[src/rtl/lcd_spi_tx.sv]
// Byte-wide SPI mode-0 transmitter for the LCD panel bus: frames one byte with CS,
// shifts it out MSB first with a programmable SCK half-period, then pulses tx_done.
module lcd_spi_tx #(
  parameter int unsigned CLK_DIV = 2
) (
  input  logic       clk,
  input  logic       rst_n,
  input  logic       tx_start,
  input  logic [7:0] tx_data,
  input  logic       tx_dc,
  output logic       tx_ready,
  output logic       tx_done,
  output logic       sck,
  output logic       mosi,
  output logic       cs,
  output logic       dc
);

  localparam int unsigned DIV_W = (CLK_DIV > 1) ? $clog2(CLK_DIV) : 1;
  localparam logic [DIV_W-1:0] DIV_LAST = DIV_W'(CLK_DIV - 1);

  typedef enum logic [2:0] {
    IDLE,
    SETUP,
    SCK_H,
    SCK_L,
    HOLD
  } state_e;

  state_e           state_q, state_d;
  logic [DIV_W-1:0] div_q, div_d;
  logic [2:0]       bit_q, bit_d;
  // Only the bits still to be sent after bit7; bit7 goes straight to mosi.
  logic [6:0]       shift_q, shift_d;
  logic             ready_q, ready_d;
  logic             done_q, done_d;
  logic             sck_q, sck_d;
  logic             mosi_q, mosi_d;
  logic             cs_q, cs_d;
  logic             dc_q, dc_d;
  logic             phase_end_c;

  assign phase_end_c = (div_q == DIV_LAST);

  // Next-state and next-output logic; outputs are computed one cycle ahead.
  always_comb begin
    state_d = state_q;
    div_d   = phase_end_c ? '0 : div_q + DIV_W'(1);
    bit_d   = bit_q;
    shift_d = shift_q;
    ready_d = ready_q;
    done_d  = 1'b0;
    sck_d   = sck_q;
    mosi_d  = mosi_q;
    cs_d    = cs_q;
    dc_d    = dc_q;

    case (state_q)
      IDLE: begin
        div_d = '0;
        if (tx_start) begin
          shift_d = tx_data[6:0];
          mosi_d  = tx_data[7];
          dc_d    = tx_dc;
          bit_d   = 3'd7;
          cs_d    = 1'b0;
          ready_d = 1'b0;
          state_d = SETUP;
        end
      end
      SETUP: begin
        if (phase_end_c) begin
          sck_d   = 1'b1;
          state_d = SCK_H;
        end
      end
      SCK_H: begin
        if (phase_end_c) begin
          sck_d = 1'b0;
          if (bit_q == 3'd0) begin
            state_d = HOLD;
          end else begin
            bit_d   = bit_q - 3'd1;
            mosi_d  = shift_q[6];
            shift_d = {shift_q[5:0], 1'b0};
            state_d = SCK_L;
          end
        end
      end
      SCK_L: begin
        if (phase_end_c) begin
          sck_d   = 1'b1;
          state_d = SCK_H;
        end
      end
      HOLD: begin
        if (phase_end_c) begin
          cs_d    = 1'b1;
          done_d  = 1'b1;
          ready_d = 1'b1;
          state_d = IDLE;
        end
      end
      default: begin
        div_d   = '0;
        sck_d   = 1'b0;
        cs_d    = 1'b1;
        ready_d = 1'b1;
        state_d = IDLE;
      end
    endcase
  end

  always_ff @(posedge clk or negedge rst_n) begin
    if (!rst_n) begin
      state_q <= IDLE;
      div_q   <= '0;
      bit_q   <= 3'd0;
      shift_q <= 7'd0;
      ready_q <= 1'b1;
      done_q  <= 1'b0;
      sck_q   <= 1'b0;
      mosi_q  <= 1'b0;
      cs_q    <= 1'b1;
      dc_q    <= 1'b0;
    end else begin
      state_q <= state_d;
      div_q   <= div_d;
      bit_q   <= bit_d;
      shift_q <= shift_d;
      ready_q <= ready_d;
      done_q  <= done_d;
      sck_q   <= sck_d;
      mosi_q  <= mosi_d;
      cs_q    <= cs_d;
      dc_q    <= dc_d;
    end
  end

  assign tx_ready = ready_q;
  assign tx_done  = done_q;
  assign sck      = sck_q;
  assign mosi     = mosi_q;
  assign cs       = cs_q;
  assign dc       = dc_q;

endmodule

[config.mk]
export PLATFORM = sky130hd
export DESIGN_NAME = lcd_spi_tx
export DESIGN_NICKNAME = d
export VERILOG_FILES = /design/src/rtl/lcd_spi_tx.sv
export SDC_FILE = /design/constraint.sdc
export NUM_CORES = 1
export LEC_CHECK = 0
export CAP_MARGIN = 5
export CORE_MARGIN = 1.5
export CORE_UTILIZATION = 50
export CTS_CLUSTER_SIZE = 25
export DETAILED_ROUTE_END_ITERATION = 6
export GPL_ROUTABILITY_DRIVEN = 1
export PLACE_DENSITY = 0.77
export SETUP_SLACK_MARGIN = 0.3
export SYNTH_ARGS = -nofsm -noshare
export SYNTH_HDL_FRONTEND = slang
export SYNTH_SLANG_ARGS = --single-unit
[constraint.sdc]
create_clock -name clk -period 1.8 [get_ports clk]
set_input_delay 0.18 -clock clk [delete_from_list [all_inputs] [get_ports clk]]
set_output_delay 0.18 -clock clk [all_outputs]
set_load 0.01 [all_outputs]
==> metrics.txt <==
fin nets=132; Clk Latency, worst-skew pair=between 200 and 300 ps; XOR/XNOR share of the synthesized area=0.909%; CP startpoint kind=flop; crit path launch=bit_q[1]; worst path cell trace=inv_2 -> ha_4 -> nor2b_4 -> buf_6 -> o21ai_4 -> buf_6 -> nor2_1 -> a211oi_1; flops & latches, synth=19; Fmax achieved=675 MHz; IO buf count=17; Root Buffer Master=clkbuf_4; Reg2Reg Depth=8; Placed Area=0.00115 sq mm; hold buffer count at CTS=0; CTS tree=yes; Synthesized Nets=about 110; post-route ant nets=0; CTS buffer count=3; die width=roughly 47 um; Clk pwr share=9.9%; sequential share of power=roughly 36%; Finished Cell Area=0.00128 sq mm; Mapped Area=963 sq um; detailed router's first-iteration violation count=8; CP endpoint kind=flop; final hold vios=0; flop2flop setup slack=320 ps; setup TNS=0 ps; Antenna diodes=0; worst min path class=primary input to asynchronous set/reset pin; minimum clock period=between 1000 and 1500 ps; CP endpoint=state_q[0]; most used cell, CP=buf_6; mux contribution to synthesized area=9.48%; VDD IR-drop max=0.947 mV; area leader, netlist=dfrtp_1; worst relative slew slack=just under 70%; Netlist cell types=31; Comb pwr share=54.3%; # IOs=18; vias in the first global route=642; largest net degree at the start of global routing=19; adder-cell share of the synthesized area=2.60%; Pint=roughly 1300 uW; status=complete, no violations; Worst Path Class, Setup=flop to flop; Max Slew Vio Count=0; Avg WL per Cell=15.2 um; critical path's largest stage delay=~380 ps; critical path peak fanout=9; first-pass GRT wire length=around 2.9 mm; post-synthesis compound-gate area fraction=20.4%; overflow left after global routing=0; Synth warnings=0; fraction of layout cells with a size suffix above 1=a little under a quarter; leakage power=0.000585 uW; unrepaired setup endpoints after global routing=yes; reg2reg start=bit_q[1]; slowest stage cell, crit path=dfrtp_1; Post-Route WL=~2.2 mm; die footprint=0.00220 sq mm; GPL Wtd Cong=between 0.7 and 0.8; Rows=15; Synth Area in Simple Gates=between 10 and 15%; Critical Path AT=1690 ps; die height=about 47 um; P_sw=909 uW; MaxCap Viol Count=0; vias=778; Fillers=146; Net Sw Frac=41.1%; Worst Skew=1.63 ps; largest family of logic cells by synthesized area=compound AO/OA/AOI/OAI gates; P&R area growth vs syn=32.9%; sequential cell area fraction in the yosys report=49.5%; Setup-failing EPs final=0; HPWL Detailed=1.34 mm; Vias/cell=5.48; Synth top area share=a little under half; Post-route DRC=0; Slew @ Worst Pin=467 ps; Clock Path Buffers=2; DRT Pass-1 Iters=4; pwr dens=1730 mW/mm^2; Core Footprint=0.00176 sq mm; Hold WS=166 ps; Mapped Cells=92; H-tree level count=1; Synth area leaders=dfrtp_1 (47%), mux2i_1 (8.3%), a31oi_1 (5.8%), a21oi_1 (5.2%), nor2_1 (3.1%); Initial Util=54.6%; R2R Path End=state_q[0]; All-Layer GR Usage=between 10% and 20%; WP data required=~2000 ps; Syn Area/Cell=10.5 sq um; Sink Count=19; CTS clk-pin slew, worst paths=110 ps; final critical-path share of the clock period=between 80% and 90%; initial antenna violation count=0
## power groups by stage
stage / Combinational (uW) / Clock, uW / Sequential [uW]
3_3_place_gp: 941 / 0 / 765
5_1_grt: 1310 / 253 / 813
3_5_place_dp: 969 / 0 / 780
2_1_floorplan: 760 / 0 / 726
4_1_cts: 1030 / 222 / 770
6_report: 1200 / 220 / 791
## worst min path at each step
stage                to
2_1_floorplan  bit_q[0]
3_3_place_gp   bit_q[2]
3_5_place_dp    tx_done
4_1_cts        bit_q[1]
5_1_grt             sck
6_report        tx_done
## worst max-delay path, delay by kind of cell, from the launching register on
family / cells / cell delay (ps)
adders and majority gates: 1 / 150
and+or+nand+nor: 2 / 170
AOI/OAI and AO/OA: 2 / 370
DFF: 1 / 380
buffers and inverters: 3 / 340
## flip-flops by register name (all words and copies together) (netlist names)
register and cells:
tx_done 1, cs 1, state_q 3, bit_q 3, dc 1, mosi 1, sck 1, div_q 1
shift_q 7
## stage by stage
stage,std cells,power (uW),setup slack [ps],utilization [%]
global route,142,2370,260,72.6
CTS,138,2020,288,68.2
floorplan,92,1490,382,-
finish,142,2210,319,72.6
global placement,132,1710,198,65.4
detailed placement,132,1750,181,65.4
## logic make-up after synthesis
family          after synthesis
compound gates               30
xor+xnor                      1
fa+ha+maj                     2
buf+inv                      11
flops                        19
mux                           9
simple gates                 20
## placed cells by master, fill, tap and decap left out
| master | count |
|---|---|
| mux2i_1 | 8 |
| nand2_4 | 1 |
| buf_4 | 9 |
| o21bai_1 | 1 |
| inv_2 | 2 |
| a211oi_1 | 2 |
| o21ai_0 | 2 |
| clkdlybuf4s50_1 | 15 |
| dlygate4sd2_1 | 2 |
| xor2_1 | 1 |
| nand3_1 | 1 |
| dfrtp_1 | 18 |
| o31ai_2 | 1 |
| nor3_2 | 1 |
| and3_1 | 1 |
| clkinv_2 | 1 |
| nor4_4 | 1 |
| ha_1 | 1 |
| nand2b_1 | 1 |
| a21oi_1 | 10 |
| o21ai_4 | 1 |
| inv_1 | 1 |
| nor2_1 | 8 |
| dfstp_2 | 1 |
| o211a_1 | 1 |
| mux2_2 | 1 |
| buf_6 | 3 |
| a22o_1 | 1 |
| a31oi_1 | 9 |
| nor2b_4 | 1 |
| nor2_2 | 1 |
| nand2_1 | 4 |
| clkbuf_4 | 3 |
| ha_4 | 1 |
| a22oi_1 | 2 |
## layer usage
layer  part of all wire, %  vias up  global-route usage, %  wire (um)
li1                      -      379                      -          -
met1                    43      383                   27.0        926
met2                    53       14                   29.9       1150
met3                   3.1        2                   3.46         67
met4                  0.70        0                   6.67         15
met5                     0        -                      0          0
## synth_stat cells (all sizes together)
cell type and n:
dfrtp 18, a21oi 10, a31oi 9, nor2 9, mux2i 8, buf 7, nand2 5, inv 3
o21ai 3, a211oi 2, a22oi 2, ha 2, a22o 1, and3 1, clkbuf 1, dfstp 1
mux2 1, nand2b 1, nand3 1, nor2b 1, nor3 1, nor4 1, o211a 1, o21bai 1
o31ai 1, xor2 1
## final cells by class
class	instances	area (sq um)	share of cell area [%]
clock buffer	3	22.5	1.76
clock inverter	1	5.00	0.391
inverter	3	11.3	0.880
multi-input combinational	62	464	36.3
sequential	19	477	37.2
tap	25	31.3	2.44
timing repair buffer	29	269	21.0
## timing repair
action	CTS	global route
hold endpoints to repair	0	0
setup endpoints to repair	14	13
setup buffers	2	4
pin swaps	1	4
resized for setup	4	11
Power figures use the tool's default switching activity.
